File: config.mk
export PLATFORM = sky130hd
export DESIGN_NAME = ysyx_22040237_lsu
export DESIGN_NICKNAME = d
export VERILOG_FILES = /design/src/rtl/ysyx_22040237_lsu_pkg.sv /design/src/rtl/ysyx_22040237_lsu_align.sv /design/src/rtl/ysyx_22040237_lsu.sv
export SDC_FILE = /design/constraint.sdc
export NUM_CORES = 1
export LEC_CHECK = 0
export ABC_AREA = 0
export BUFFER_PORTS_ARGS = -buffer_cell sky130_fd_sc_hd__buf_2
export CORE_AREA = 4 4 212 214
export DETAILED_ROUTE_END_ITERATION = 7
export DIE_AREA = 0 0 216 218
export SYNTH_ARGS = -nofsm -noshare
export SYNTH_HDL_FRONTEND = slang
export SYNTH_SLANG_ARGS = --single-unit
export TNS_END_PERCENT = 20
File: constraint.sdc
create_clock -name clk -period 4.7 [get_ports clk]
set_clock_uncertainty 0.05 [all_clocks]
set_input_delay 1.41 -clock clk [delete_from_list [all_inputs] [get_ports clk]]
set_output_delay 1.41 -clock clk [all_outputs]
set_load 0.02 [all_outputs]
File: src/rtl/ysyx_22040237_lsu_pkg.sv
// ysyx_22040237_lsu_pkg: info-bus group codes, LS field indices, LSU state and access-size types
package ysyx_22040237_lsu_pkg;
    localparam logic [2:0] GRP_ALU = 3'b001;
    localparam logic [2:0] GRP_BJP = 3'b010;
    localparam logic [2:0] GRP_LS  = 3'b100;
    localparam int LS_LOAD  = 3;
    localparam int LS_STORE = 4;
    localparam int LS_USIGN = 5;
    localparam int LS_BYTE  = 6;
    localparam int LS_DB    = 7;
    localparam int LS_WORD  = 8;
    localparam int LS_DW    = 9;
    typedef enum logic [1:0] {S_IDLE, S_REQ, S_RSP, S_DONE} lsu_state_e;
    typedef enum logic [1:0] {SZ_B, SZ_H, SZ_W, SZ_D} lsu_size_e;
    // widest requested size wins; no size bit at all means byte
    function automatic lsu_size_e size_of(input logic dw, input logic word, input logic half);
        return dw ? SZ_D : word ? SZ_W : half ? SZ_H : SZ_B;
    endfunction
    // off is ea[2:0]; an access is aligned when ea is a multiple of its size
    function automatic logic is_misaligned(input lsu_size_e size, input logic [2:0] off);
        return size == SZ_D ? off != 3'd0 : size == SZ_W ? off[1:0] != 2'd0 : size == SZ_H ? off[0] : 1'b0;
    endfunction
endpackage

File: src/rtl/ysyx_22040237_lsu_align.sv
// ysyx_22040237_lsu_align: byte-lane alignment of store data/strobes and load extraction/extension
module ysyx_22040237_lsu_align
    import ysyx_22040237_lsu_pkg::*;
(
    input  lsu_size_e   size,
    input  logic [2:0]  off,
    input  logic        usign,
    input  logic [63:0] store_data,
    input  logic [63:0] load_data,
    output logic [7:0]  wmask,
    output logic [63:0] wdata,
    output logic [63:0] ldata
);
    logic [7:0]  size_mask;
    logic [63:0] sh;
    assign size_mask = size == SZ_D ? 8'hFF : size == SZ_W ? 8'h0F : size == SZ_H ? 8'h03 : 8'h01;
    assign wmask     = size_mask << off;
    assign wdata     = store_data << {off, 3'b000};
    assign sh        = load_data >> {off, 3'b000};
    // word loads always sign-extend; double words pass through untouched
    assign ldata = size == SZ_D ? sh
                 : size == SZ_W ? {{32{sh[31]}}, sh[31:0]}
                 : size == SZ_H ? (usign ? {48'b0, sh[15:0]} : {{48{sh[15]}}, sh[15:0]})
                 : (usign ? {56'b0, sh[7:0]} : {{56{sh[7]}}, sh[7:0]});
endmodule

File: src/rtl/ysyx_22040237_lsu.sv
// ysyx_22040237_lsu: multi-cycle load/store unit with a single-outstanding req/gnt/rsp memory port
module ysyx_22040237_lsu
    import ysyx_22040237_lsu_pkg::*;
(
    input  logic        clk,
    input  logic        rst,
    input  logic        in_valid_i,
    output logic        in_ready_o,
    input  logic [14:0] exu_info_bus_i,
    input  logic [63:0] op1_i,
    input  logic [63:0] op2_i,
    input  logic [63:0] op2_jp_i,
    input  logic [4:0]  rd_idx_i,
    input  logic        rd_wr_en_i,
    output logic        mem_req_o,
    output logic        mem_we_o,
    output logic [63:0] mem_addr_o,
    output logic [63:0] mem_wdata_o,
    output logic [7:0]  mem_wmask_o,
    input  logic        mem_gnt_i,
    input  logic        mem_rvalid_i,
    input  logic [63:0] mem_rdata_i,
    output logic        wb_valid_o,
    input  logic        wb_ready_i,
    output logic        wb_en_o,
    output logic [4:0]  wb_rd_idx_o,
    output logic [63:0] wb_data_o,
    output logic        misalign_o
);
    lsu_state_e  state, state_nxt;
    lsu_size_e   size_in, size_q;
    logic [63:0] ea, ea_q, sdata_q, result_q, wdata, ldata;
    logic [7:0]  wmask;
    logic [4:0]  rd_q;
    logic        accept, is_ls, mis_in, load_q, usign_q, wen_q, mis_q;
    logic        unused_ok;

    assign ea        = op1_i + op2_i;
    assign size_in   = size_of(exu_info_bus_i[LS_DW], exu_info_bus_i[LS_WORD], exu_info_bus_i[LS_DB]);
    assign mis_in    = is_misaligned(size_in, ea[2:0]);
    assign is_ls     = exu_info_bus_i[2:0] == GRP_LS && (exu_info_bus_i[LS_LOAD] ^ exu_info_bus_i[LS_STORE]);
    assign accept    = in_valid_i && state == S_IDLE;
    assign unused_ok = ^{exu_info_bus_i[14:10], exu_info_bus_i[LS_BYTE]};

    ysyx_22040237_lsu_align u_align (
        .size       (size_q),
        .off        (ea_q[2:0]),
        .usign      (usign_q),
        .store_data (sdata_q),
        .load_data  (mem_rdata_i),
        .wmask      (wmask),
        .wdata      (wdata),
        .ldata      (ldata)
    );

    // state register; reset abandons any in-flight access
    always_ff @(posedge clk) begin
        state <= rst ? S_IDLE : state_nxt;
    end

    // next state: misaligned ops skip memory, stores finish on grant, loads wait for the response
    always_comb begin
        state_nxt = state;
        case (state)
            S_IDLE:  if (accept && is_ls) state_nxt = mis_in ? S_DONE : S_REQ;
            S_REQ:   if (mem_gnt_i) state_nxt = load_q ? S_RSP : S_DONE;
            S_RSP:   if (mem_rvalid_i) state_nxt = S_DONE;
            default: if (wb_ready_i) state_nxt = S_IDLE;
        endcase
    end

    // operand capture at accept and load result capture in RSP
    always_ff @(posedge clk) begin
        if (rst) begin
            ea_q     <= '0;
            size_q   <= SZ_B;
            load_q   <= 1'b0;
            usign_q  <= 1'b0;
            wen_q    <= 1'b0;
            rd_q     <= '0;
            sdata_q  <= '0;
            mis_q    <= 1'b0;
            result_q <= '0;
        end else if (accept && is_ls) begin
            ea_q     <= ea;
            size_q   <= size_in;
            load_q   <= exu_info_bus_i[LS_LOAD];
            usign_q  <= exu_info_bus_i[LS_USIGN];
            wen_q    <= exu_info_bus_i[LS_LOAD] && rd_wr_en_i && rd_idx_i != 5'd0 && !mis_in;
            rd_q     <= rd_idx_i;
            sdata_q  <= op2_jp_i;
            mis_q    <= mis_in;
            result_q <= '0;
        end else if (state == S_RSP && mem_rvalid_i) begin
            result_q <= ldata;
        end
    end

    // outputs are driven only in the state that owns them, zero elsewhere
    always_comb begin
        in_ready_o  = state == S_IDLE;
        mem_req_o   = state == S_REQ;
        mem_we_o    = state == S_REQ && !load_q;
        mem_addr_o  = state == S_REQ ? {ea_q[63:3], 3'b000} : '0;
        mem_wdata_o = state == S_REQ && !load_q ? wdata : '0;
        mem_wmask_o = state == S_REQ && !load_q ? wmask : '0;
        wb_valid_o  = state == S_DONE;
        wb_en_o     = state == S_DONE && wen_q;
        wb_rd_idx_o = state == S_DONE ? rd_q : '0;
        wb_data_o   = state == S_DONE ? result_q : '0;
        misalign_o  = state == S_DONE && mis_q;
    end
endmodule

==> run_results.csv <==
group,metric,value,unit
grt,antenna_found_initial,12,
cells_and_area,seq_area,4110,um2
floorplanning,core_area,42900,um2
power_and_ir_drop,seq_power_share,35.9,%
floorplanning,initial_core_util,35.6,%
drt,drt_iter0_markers,1467,
yosys,yosysTopAreaCellShare,26.9,%
floorplanning,die_area,47100,um2
yosys,syn_inst,1995,
placed_design,post-dp-hpwl,47800,um
power_and_ir_drop,clockPowerShare,36.3,%
power_and_ir_drop,p_sw,1.83,mW
grt,grt_pass1_vias,16300,
worst_setup_path,startpoint,"op1_i[0]",
sta,setup_viol,0,
sta,rsz0062_at_grt,"no",
yosys,ys_seq_elements,205,
placed_design,numPortBuffers,484,
cells_and_area,nets,2763,
floorplanning,ios,494,
drt,met3_length,5060,um
yosys,synth_area_leaders,"dfxtp_1, nand2_1, a21oi_1, mux4_2, and2_1",
status,status,"completed",
yosys,netlist_area,15300,um2
sta,drv_slew,0,
clock_network,root_buffer,"clkbuf_16",
floorplanning,dieWidth,216,um
worst_setup_path,critPathKind,"in2reg",
grt,grt-ovfl-total,0,
cells_and_area,fin_util,44.8,%
yosys,synth.most_common_cell,"nand2_1",
worst_setup_path,cp.depth,15,
yosys,syn_area_per_cell,7.66,um2
sta,fin_tns_setup,0,ns
yosys,yosysWarningCount,0,
drt,dr.pass1.iters,6,
cells_and_area,finish.instance_area,19200,um2
placed_design,placed_area,18400,um2
yosys,ys_top_cells_by_count,"nand2_1, a21oi_1, dfxtp_1, nor2_1, and2_1",
drt,wirelength,62700,um
worst_setup_path,r2r_setup_slack,1.30,ns
cells_and_area,drive_gt1_share,28.5,%
grt,grt_max_degree,121,
clock_network,cts_hold_buffers,0,
power_and_ir_drop,power.density,284,nW/um2
worst_setup_path,path_buf_inv,2,
placed_design,place_inst,2969,
clock_network,cts_tree,"done",
clock_network,cts_buffer_depth,3,
yosys,synth_cell_types,73,
drt,viasPerCell,5.54,
clock_network,numCtsBuffers,26,
worst_setup_path,cp_max_fo,4,
drt,routed-wl-met2,29600,um
yosys,async_flop_share,0,%
cells_and_area,final_cell_count_no_fill,3021,
worst_setup_path,critPathMaxStageDelay,0.53,ns
worst_setup_path,slowest_stage,"a311oi_1",
power_and_ir_drop,ir_worst_vdd,0.217,mV
worst_setup_path,path_cells,"buf_2 > ha_1 > fa_1 > a21o_1 > nand4_1 > a311oi_1 > nand3_1 > a2111oi_2 > buf_4 > o21ai_2 > nor4_2 > a211oi_1 > o21bai_1 > xor2_1 > a211oi_2",
placed_design,gp_congestion,0.997,
clock_network,cts_setup_buffers,0,
clock_network,insertion_delay,0.54,ns
worst_setup_path,cp-end-kind,"register",
worst_setup_path,worst_ep_arrival_time,4.74,ns
cells_and_area,synthToLayoutAreaGrowth,25.7,%
power_and_ir_drop,comb_power_share,27.7,%
worst_setup_path,reg2reg_depth,12,
power_and_ir_drop,p_leak,8.45,nW
cells_and_area,fillers,4448,
min_path,hold_class,"reg2reg",
sta,tightest_slew,0.875,ns
power_and_ir_drop,switching_share,33.6,%
clock_network,ctsHtreeMaxLevel,1,
worst_setup_path,critPathCapture,"ea_q[58]",
sta,max-slew-margin-rel,41.6,%
worst_setup_path,crit_required,5.12,ns
cells_and_area,multi_input_area,10500,um2
floorplanning,core.rowCount,76,
clock_network,cts_resized,0,
drt,drtAntennaViolNets,0,
yosys,ys_seq_area_share,26.9,%
flow_run,maxCapViolations,0,
worst_setup_path,r2r_end,"result_q[29]",
clock_network,numClockSinks,205,
worst_setup_path,r2r_start,"ea_q[1]",
sta,fmax,231,MHz
drt,vias,16700,
clock_network,clkSlewWorstSetupHoldPaths,0.06,ns
yosys,yosysTopAreaCell,"dfxtp_1",
worst_setup_path,crit_family,"compound AO/OA/AOI/OAI gates",
drt,top_layer_used,"met5",
sta,hold_viol,0,
drt,drt-met1-wl,25600,um
sta,fin_crit,4.32,ns
grt,track_usage,25.0,%
floorplanning,die_y,218,um
yosys,synth-edff-count,0,
power_and_ir_drop,intPower,3.62,mW
worst_setup_path,crit_path_start_kind,"input port",
yosys,synth_top_flop_cell,"dfxtp_1",
sta,period_share,92.0,%
drt,wl_per_cell,20.8,um
drt,remaining_drc_errors,0,
grt,grt_pass1_wl,94100,um
## power groups by stage
stage          logic [mW]  registers (mW)  clock network (mW)
3_5_place_dp         1.49            1.99                   0
2_1_floorplan       0.991            1.95                   0
5_1_grt              1.66            1.97                2.09
4_1_cts              1.50            1.95                2.03
3_3_place_gp         1.48            1.98                   0
6_report             1.51            1.96                1.98
## metal layers
metal / track usage (%) / up-vias
li1: - / 7902
met1: 32.1 / 7985
met2: 42.4 / 721
met3: 4.77 / 123
met4: 8.62 / 14
met5: 0 / -
## sequential cells by signal, summed over array words and instances (netlist names)
name	count
ea_q	64
load_q	1
result_q	64
size_q	2
state	2
mis_q	1
rd_q	5
wen_q	1
sdata_q	64
usign_q	1
## cells by family after synthesis
logic type	after synthesis	synth area share [%]
AO/OA/AOI/OAI	566	22.9
XOR/XNOR	58	3.32
adder cells (fa/ha/maj)	68	5.62
buffers and inverters	175	4.48
flip-flops	205	26.9
multiplexers	147	13.5
other	1	0.0245
AND/OR/NAND/NOR	775	23.4
## area by class of cell
type | instances | area share [%]
Antenna cell | 5 | 0.0651
Clock buffer | 38 | 4.15
Clock inverter | 9 | 0.247
Inverter | 16 | 0.313
Multi-Input combinational cell | 1617 | 54.8
Sequential cell | 205 | 21.4
Tap cell | 585 | 3.81
Timing Repair Buffer | 546 | 15.2
## worst register-to-register path: stages, from the launching register on
cell	delay [ns]
dfxtp_4	0.66
buf_4	0.66
mux2_2	0.34
nor2_1	0.04
a211oi_1	0.26
a21oi_1	0.09
and2_1	0.19
a211oi_1	0.41
nor2_1	0.10
nor2_1	0.11
buf_4	0.22
a22oi_1	0.09
nor2_1	0.11
## metrics by stage
stage | setup WS (ns) | hold WS (ns) | power, mW
2_1_floorplan | 0.304 | 0.367 | 2.94
3_3_place_gp | -0.107 | 0.379 | 3.46
3_5_place_dp | -0.159 | 0.390 | 3.49
4_1_cts | 0.404 | 0.398 | 5.48
5_1_grt | 0.0703 | 0.422 | 5.72
6_report | 0.378 | 0.397 | 5.45
## placed cells by master, fill, tap and decap left out, types with 15 or more instances in the layout
cell,n
mux4_2,44
nor2_1,165
clkbuf_16,27
and2_1,154
mux2i_1,73
nand3_1,15
nor3_1,15
a22oi_1,25
buf_4,60
a21oi_1,242
xnor2_1,33
buf_2,483
o21ai_0,97
nand2_1,343
nand4_1,18
xor2_1,25
a211oi_1,38
and3_1,19
mux2_2,30
a21o_1,55
dfxtp_1,202
ha_1,65
## how the worst min path moves through the flow
stage / start / endpoint / slack [ns] / cells after the start
floorplan: ea_q[27] / ea_q[27] / 0.37 / 2
global placement: ea_q[48] / ea_q[48] / 0.38 / 2
detailed placement: ea_q[51] / ea_q[51] / 0.39 / 2
CTS: ea_q[21] / ea_q[21] / 0.40 / 2
global route: ea_q[49] / ea_q[49] / 0.42 / 2
finish: ea_q[21] / ea_q[21] / 0.40 / 2
(Power assumes the default switching activity.)
